[config.mk]
export PLATFORM = sky130hd
export DESIGN_NAME = goertzel_result_reader_flat
export DESIGN_NICKNAME = d
export VERILOG_FILES = /design/src/rtl/goertzel_result_reader_if.sv /design/src/rtl/goertzel_result_reader.sv /design/src/flat_wrapper.sv
export SDC_FILE = /design/constraint.sdc
export NUM_CORES = 1
export LEC_CHECK = 0
export BUFFER_PORTS_ARGS = -buffer_cell sky130_fd_sc_hd__buf_2
export CAP_MARGIN = 20
export CORE_AREA = 2 2 230 232
export DETAILED_ROUTE_END_ITERATION = 12
export DIE_AREA = 0 0 232 234
export PLACE_DENSITY = 0.73
export SYNTH_ARGS = -nofsm -noshare
export SYNTH_HDL_FRONTEND = slang
export SYNTH_SLANG_ARGS = --single-unit
[constraint.sdc]
create_clock -name clk -period 8.5 [get_ports clk]
set_input_delay 1.275 -clock clk [delete_from_list [all_inputs] [get_ports clk]]
set_output_delay 1.275 -clock clk [all_outputs]
set_load 0.03 [all_outputs]
[src/rtl/goertzel_result_reader_if.sv]
// Result stream from the Goertzel reader: one bin per beat, valid/ready handshake.
interface goertzel_result_reader_if #(
  parameter int IW = 4
);
  logic          m_valid;
  logic          m_ready;
  logic [31:0]   m_data;
  logic [IW-1:0] m_idx;
  logic          m_last;

  modport master (output m_valid, output m_data, output m_idx, output m_last, input  m_ready);
  modport slave  (input  m_valid, input  m_data, input  m_idx, input  m_last, output m_ready);
endinterface

[src/rtl/goertzel_result_reader.sv]
// Snapshots all Goertzel bin magnitudes once every bin reports valid, finds the peak,
// compares it with a captured threshold and streams the bins out lowest index first.
module goertzel_result_reader #(
  parameter int NF = 11,
  parameter int IW = 4
) (
  input  logic                 clk,
  input  logic                 rstn,
  input  logic [NF-1:0]        valid_i,
  input  logic [NF*32-1:0]     data_i,
  input  logic [31:0]          thr_i,
  goertzel_result_reader_if.master m,
  output logic                 peak_valid,
  output logic [IW-1:0]        peak_idx,
  output logic [31:0]          peak_val,
  output logic                 peak_hit,
  output logic                 busy,
  output logic                 done
);

  localparam logic [1:0] S_IDLE = 2'd0;
  localparam logic [1:0] S_SCAN = 2'd1;
  localparam logic [1:0] S_SEND = 2'd2;
  localparam logic [1:0] S_DONE = 2'd3;

  localparam logic [IW-1:0] LAST = IW'(NF - 1);

  logic [1:0]    state_q, state_d;
  logic          trig_q;
  logic [31:0]   buf_q [NF];
  logic [31:0]   thr_q, thr_d;
  logic [IW-1:0] cnt_q, cnt_d;
  logic          peak_valid_q, peak_valid_d;
  logic [IW-1:0] peak_idx_q, peak_idx_d;
  logic [31:0]   peak_val_q, peak_val_d;
  logic          peak_hit_q, peak_hit_d;
  logic          m_valid_q, m_valid_d;
  logic [31:0]   m_data_q, m_data_d;
  logic [IW-1:0] m_idx_q, m_idx_d;
  logic          m_last_q, m_last_d;
  logic          done_q, done_d;

  logic all_v, trigger;

  // Edge-detect on "all bins valid" so a held valid_i yields exactly one frame.
  assign all_v   = &valid_i;
  assign trigger = all_v && !trig_q;

  // NOTE: every always_comb output gets a default first so no path can infer a latch.
  always_comb begin
    state_d      = state_q;
    thr_d        = thr_q;
    cnt_d        = cnt_q;
    peak_valid_d = peak_valid_q;
    peak_idx_d   = peak_idx_q;
    peak_val_d   = peak_val_q;
    peak_hit_d   = peak_hit_q;
    m_valid_d    = m_valid_q;
    m_data_d     = m_data_q;
    m_idx_d      = m_idx_q;
    m_last_d     = m_last_q;
    done_d       = 1'b0;

    case (state_q)
      S_IDLE: begin
        if (trigger) begin
          thr_d        = thr_i;
          peak_valid_d = 1'b0;
          peak_val_d   = '0;
          peak_idx_d   = '0;
          cnt_d        = '0;
          state_d      = S_SCAN;
        end
      end
      S_SCAN: begin
        // Strict compare keeps the lowest index on ties.
        if (buf_q[cnt_q] > peak_val_q) begin
          peak_val_d = buf_q[cnt_q];
          peak_idx_d = cnt_q;
        end
        if (cnt_q == LAST) begin
          state_d      = S_SEND;
          peak_valid_d = 1'b1;
          peak_hit_d   = (peak_val_d >= thr_q);
          m_valid_d    = 1'b1;
          m_idx_d      = '0;
          m_data_d     = buf_q[0];
          m_last_d     = (NF == 1);
        end else begin
          cnt_d = cnt_q + 1'b1;
        end
      end
      S_SEND: begin
        if (m_valid_q && m.m_ready) begin
          if (m_idx_q == LAST) begin
            m_valid_d = 1'b0;
            state_d   = S_DONE;
            done_d    = 1'b1;
          end else begin
            m_idx_d  = m_idx_q + 1'b1;
            m_data_d = buf_q[m_idx_d];
            m_last_d = (m_idx_d == LAST);
          end
        end
      end
      default: state_d = S_IDLE;
    endcase
  end

  // NOTE: sequential state uses non-blocking assignments so all registers update together.
  always_ff @(posedge clk or negedge rstn) begin
    if (!rstn) begin
      state_q      <= S_IDLE;
      trig_q       <= 1'b0;
      thr_q        <= '0;
      cnt_q        <= '0;
      peak_valid_q <= 1'b0;
      peak_idx_q   <= '0;
      peak_val_q   <= '0;
      peak_hit_q   <= 1'b0;
      m_valid_q    <= 1'b0;
      m_data_q     <= '0;
      m_idx_q      <= '0;
      m_last_q     <= 1'b0;
      done_q       <= 1'b0;
    end else begin
      state_q      <= state_d;
      trig_q       <= all_v;
      thr_q        <= thr_d;
      cnt_q        <= cnt_d;
      peak_valid_q <= peak_valid_d;
      peak_idx_q   <= peak_idx_d;
      peak_val_q   <= peak_val_d;
      peak_hit_q   <= peak_hit_d;
      m_valid_q    <= m_valid_d;
      m_data_q     <= m_data_d;
      m_idx_q      <= m_idx_d;
      m_last_q     <= m_last_d;
      done_q       <= done_d;
    end
  end

  // NOTE: the snapshot is reset so the debug readout never shows stale frames after reset.
  always_ff @(posedge clk or negedge rstn) begin
    if (!rstn) begin
      for (int i = 0; i < NF; i++) buf_q[i] <= '0;
    end else if (state_q == S_IDLE && trigger) begin
      for (int i = 0; i < NF; i++) buf_q[i] <= data_i[32*i +: 32];
    end
  end

  assign m.m_valid  = m_valid_q;
  assign m.m_data   = m_data_q;
  assign m.m_idx    = m_idx_q;
  assign m.m_last   = m_last_q;
  assign peak_valid = peak_valid_q;
  assign peak_idx   = peak_idx_q;
  assign peak_val   = peak_val_q;
  assign peak_hit   = peak_hit_q;
  assign busy       = (state_q != S_IDLE);
  assign done       = done_q;

endmodule
[src/flat_wrapper.sv]
// flat-port wrapper written by rule: the top's interface ports become plain ports
module goertzel_result_reader_flat 
#(
  parameter int NF = 11,
  parameter int IW = 4
)
  (clk, rstn, valid_i, data_i, thr_i, peak_valid, peak_idx, peak_val, peak_hit, busy, done, m_m_valid, m_m_data, m_m_idx, m_m_last, m_m_ready);
  goertzel_result_reader_if #(.IW(IW)) m_i ();
  input  logic clk;
  input  logic rstn;
  input  logic [NF-1:0] valid_i;
  input  logic [NF*32-1:0] data_i;
  input  logic [31:0] thr_i;
  output logic peak_valid;
  output logic [IW-1:0] peak_idx;
  output logic [31:0] peak_val;
  output logic peak_hit;
  output logic busy;
  output logic done;
  output wire logic [$bits(m_i.m_valid)-1:0] m_m_valid;
  output wire logic [$bits(m_i.m_data)-1:0] m_m_data;
  output wire logic [$bits(m_i.m_idx)-1:0] m_m_idx;
  output wire logic [$bits(m_i.m_last)-1:0] m_m_last;
  input wire logic [$bits(m_i.m_ready)-1:0] m_m_ready;
  assign m_m_valid = m_i.m_valid;
  assign m_m_data = m_i.m_data;
  assign m_m_idx = m_i.m_idx;
  assign m_m_last = m_i.m_last;
  assign m_i.m_ready = m_m_ready;
  goertzel_result_reader #(.NF(NF), .IW(IW)) u_core (.clk(clk), .rstn(rstn), .valid_i(valid_i), .data_i(data_i), .thr_i(thr_i), .m(m_i), .peak_valid(peak_valid), .peak_idx(peak_idx), .peak_val(peak_val), .peak_hit(peak_hit), .busy(busy), .done(done));
endmodule
==> results by group <==
Outcome
  • Status: finished clean

Timing
  • Clock Skew: 0.0257 ns
  • RSZ-0062 raised after global routing: no
  • # setup viols final: 0
  • FMAX: 0.140 GHz
  • Minimum clock period: 7.12 ns
  • Slew HR: 0.190
  • Final period util: 0.837
  • Post-route worst setup slack: 1.38 ns
  • Max-slew violations: 0
  • Least-Margin Pin Slew: 1.20 ns
  • Final hold vios: 0
  • Setup TNS: 0 ns

Clock tree
  • Post-CTS Resized: 0
  • Hold Buf Count CTS: 0
  • H-Tree Depth: 2
  • CTS tree: yes
  • Clk sink count: 468
  • Num CTS Buffers: 51
  • Clk_lat worst skew: 0.61 ns
  • Clk Tree Root Cell: clkbuf_16
  • CTS Buffer Depth: 3
  • Clock transition at the registers of the reported paths: 0.06 ns
  • Setup Buffers After CTS: 0

Synth
  • Syn avg cell area: 9.11 um^2
  • Post-synth EDFFs: 0
  • Post-synth ARST share: 1.00
  • Most used DFF post-synth: dfrtp_1
  • Register area share after synthesis: 0.455
  • Syn nets: 3296
  • Synth Cell Area: 25700 um^2
  • Synth Warn #: 0
  • Synth unique cells: 55
  • Yosys reg bits: 468
  • Synth Instances: 2825

Min path
  • Hold Path Sink: u_core.m.m_data[26]
  • HP Start: u_core.m.m_data[26]
  • Hold Crit Depth: 1
  • Min-delay worst type: reg -> reg

Die
  • Cell Rows: 84
  • Chip height: 234 um
  • Die width: 232 um
  • I/O pins: 476
  • Initial Utilization: 0.494
  • CORE AREA: 52000 um^2
  • Die ar.: 54300 um^2

Power
  • Seq pwr share: 0.370
  • Power density over cell area: 229 nW/um^2
  • LEAKAGE: 15.8 nW
  • VDD IR max: 0.200 mV
  • Internal Pwr Total: 4.47 mW
  • Clock Power Share: 0.342
  • Combinational share of power: 0.289
  • NetSw: 2.47 mW
  • Sw Share: 0.356

Drt
  • Via count: 23300
  • Routed WL: 96.3 mm
  • 1st-pass router iterations: 6
  • Drt drc: 0
  • Vias per cell: 5.96
  • Initial drt markers: 2765
  • Post-DRT Antenna Nets: 0
  • DR WL/cell: 24.6 um

Run
  • Max_cap viols: 0

Finish
  • FF+latch area: 11700 um^2
  • Share of cells above drive strength 1: 0.240
  • Final Core Density: 0.582
  • Fin cells: 3912
  • Fillers: 4604
  • Layout area overhead: 17.8%
  • Final nets: 3655
  • Multi-input logic area: 12900 um^2

Global route
  • Vias in the first global route: 22500
  • Largest net degree at the start of global routing: 193
  • First-pass GRT wire length: 142 mm
  • Gr ovfl total: 0
  • Initial antenna violation count: 4
  • Tot GR Track Use: 0.354

Worst setup path
  • CP max FO: 44
  • Cell family with most CP delay: compound AO/OA/AOI/OAI gates
  • Reg-to-Reg End: u_core.peak_hit
  • Worst setup EP type: register
  • Critical Path Source Type: register
  • Crit Path Class: reg -> reg
  • R2R depth: 20
  • Slowest cell on the critical path: dfrtp_4
  • Worst-path cell chain: buf_4 -> mux2i_1 -> o221ai_1 -> o21ai_0 -> o21ai_0 -> ha_1 -> nand4_1 -> nor3_1 -> a21oi_1 -> a22oi_1 -> or2_2 -> buf_4 -> mux2i_1 -> ha_1 -> nand2b_1 -> a21o_1 -> a211oi_1 -> o21ai_0 -> a41oi_1 -> a21oi_1
  • Crit-path max cell delay: 0.96 ns
  • Flop2flop setup slack: 1.38 ns
  • Worst EP arrival: 7.61 ns
  • CP Buf/Inv Count: 2
  • Worst r2r src: u_core.cnt_q[1]
  • Worst path depth: 20
  • Worst Path Required: 8.99 ns
  • Top cell by count, worst path: o21ai_0

Placed design
  • Setup slack at placement: 1.51 ns
  • Dpl cells: 3816
  • IO Port Bufs: 475
  • Routability cong.: 0.975
  • HPWL Detailed: 71.2 mm
==> kinds of logic (layout without fill, tap and decap cells) <==
family | after synthesis | count (layout) | synth area share
adder cells (fa/ha/maj) | 73 | 73 | 0.0355
other | 0 | 1 | 0
AND/OR/NAND/NOR | 1377 | 1377 | 0.207
flip-flops | 468 | 468 | 0.455
XOR/XNOR | 3 | 3 | 0.00102
buffers and inverters | 272 | 670 | 0.0446
AO/OA/AOI/OAI | 406 | 406 | 0.101
multiplexers | 226 | 226 | 0.155
==> state kept, by name, indices dropped and copies added, names as in the netlist <==
register	cells
u_core.m.m_last	1
u_core.cnt_q	4
u_core.thr_q	32
u_core.m.m_data	32
u_core.peak_idx	4
u_core.m.m_idx	4
u_core.m.m_valid	1
u_core.peak_val	32
u_core.trig_q	1
u_core.state_q	2
u_core.peak_valid	1
u_core.done	1
u_core.buf_q	352
u_core.peak_hit	1
==> cells in the final DEF (no fill, tap or decap), drive strengths merged, types with 33 or more instances in the layout <==
cell type,instances
clkbuf,70
nor2,46
o21ai,150
mux2i,66
a211oi,35
dfrtp,468
buf,506
a21o,44
nand2,1272
inv,73
a22o,33
ha,73
a21oi,58
mux4,128
==> area by class of cell <==
cell class | instances | area share
antenna | 1 | 0.0000826
clock buffer | 70 | 0.0485
clock inverter | 22 | 0.00975
inverter | 72 | 0.00892
multi-input combinational | 2085 | 0.427
sequential | 468 | 0.387
tap | 688 | 0.0284
timing repair buffer | 506 | 0.0899
==> stage by stage <==
step / area (um^2) / total power [mW] / hold WS (ns)
6_report: 30300 / 6.94 / 0.477
3_5_place_dp: 28500 / 4.58 / 0.461
3_3_place_gp: 28500 / 4.56 / 0.460
5_1_grt: 30300 / 7.19 / 0.494
4_1_cts: 30200 / 6.94 / 0.479
2_1_floorplan: 25700 / 3.93 / 0.452
==> cells in the mapped netlist (all sizes together), types with 33 or more instances <==
| cell type | instances | area share |
|---|---|---|
| dfrtp | 468 | 0.46 |
| a21oi | 58 | 0.011 |
| buf | 87 | 0.018 |
| a22o | 33 | 0.011 |
| a211oi | 35 | 0.010 |
| nor2 | 46 | 0.0067 |
| nand2 | 1272 | 0.19 |
| clkbuf | 113 | 0.016 |
| a21o | 44 | 0.013 |
| inv | 72 | 0.011 |
| o21ai | 150 | 0.029 |
| mux2i | 66 | 0.026 |
| ha | 73 | 0.036 |
| mux4 | 128 | 0.11 |
==> metal layers <==
layer,share of wire,track usage
met5,0,0
met4,0.046,0.156
met3,0.099,0.0821
met2,0.43,0.511
met1,0.42,0.512
==> power groups by stage <==
stage,clock [mW],combinational [mW],sequential (mW)
final,2.37,2.00,2.56
after global routing,2.49,2.12,2.58
after CTS,2.40,1.99,2.56
after detailed placement,0,1.98,2.60
after global placement,0,1.97,2.59
after floorplan,0,1.39,2.53
==> worst max-delay path by stage <==
stage	startpoint	endpoint
after floorplan	u_core.cnt_q[1]	u_core.peak_hit
after global placement	u_core.cnt_q[1]	u_core.peak_hit
after detailed placement	u_core.cnt_q[1]	u_core.peak_hit
after CTS	u_core.cnt_q[1]	u_core.peak_hit
after global routing	u_core.cnt_q[1]	u_core.peak_hit
final	u_core.cnt_q[1]	u_core.peak_hit
Power figures use the tool's default switching activity.
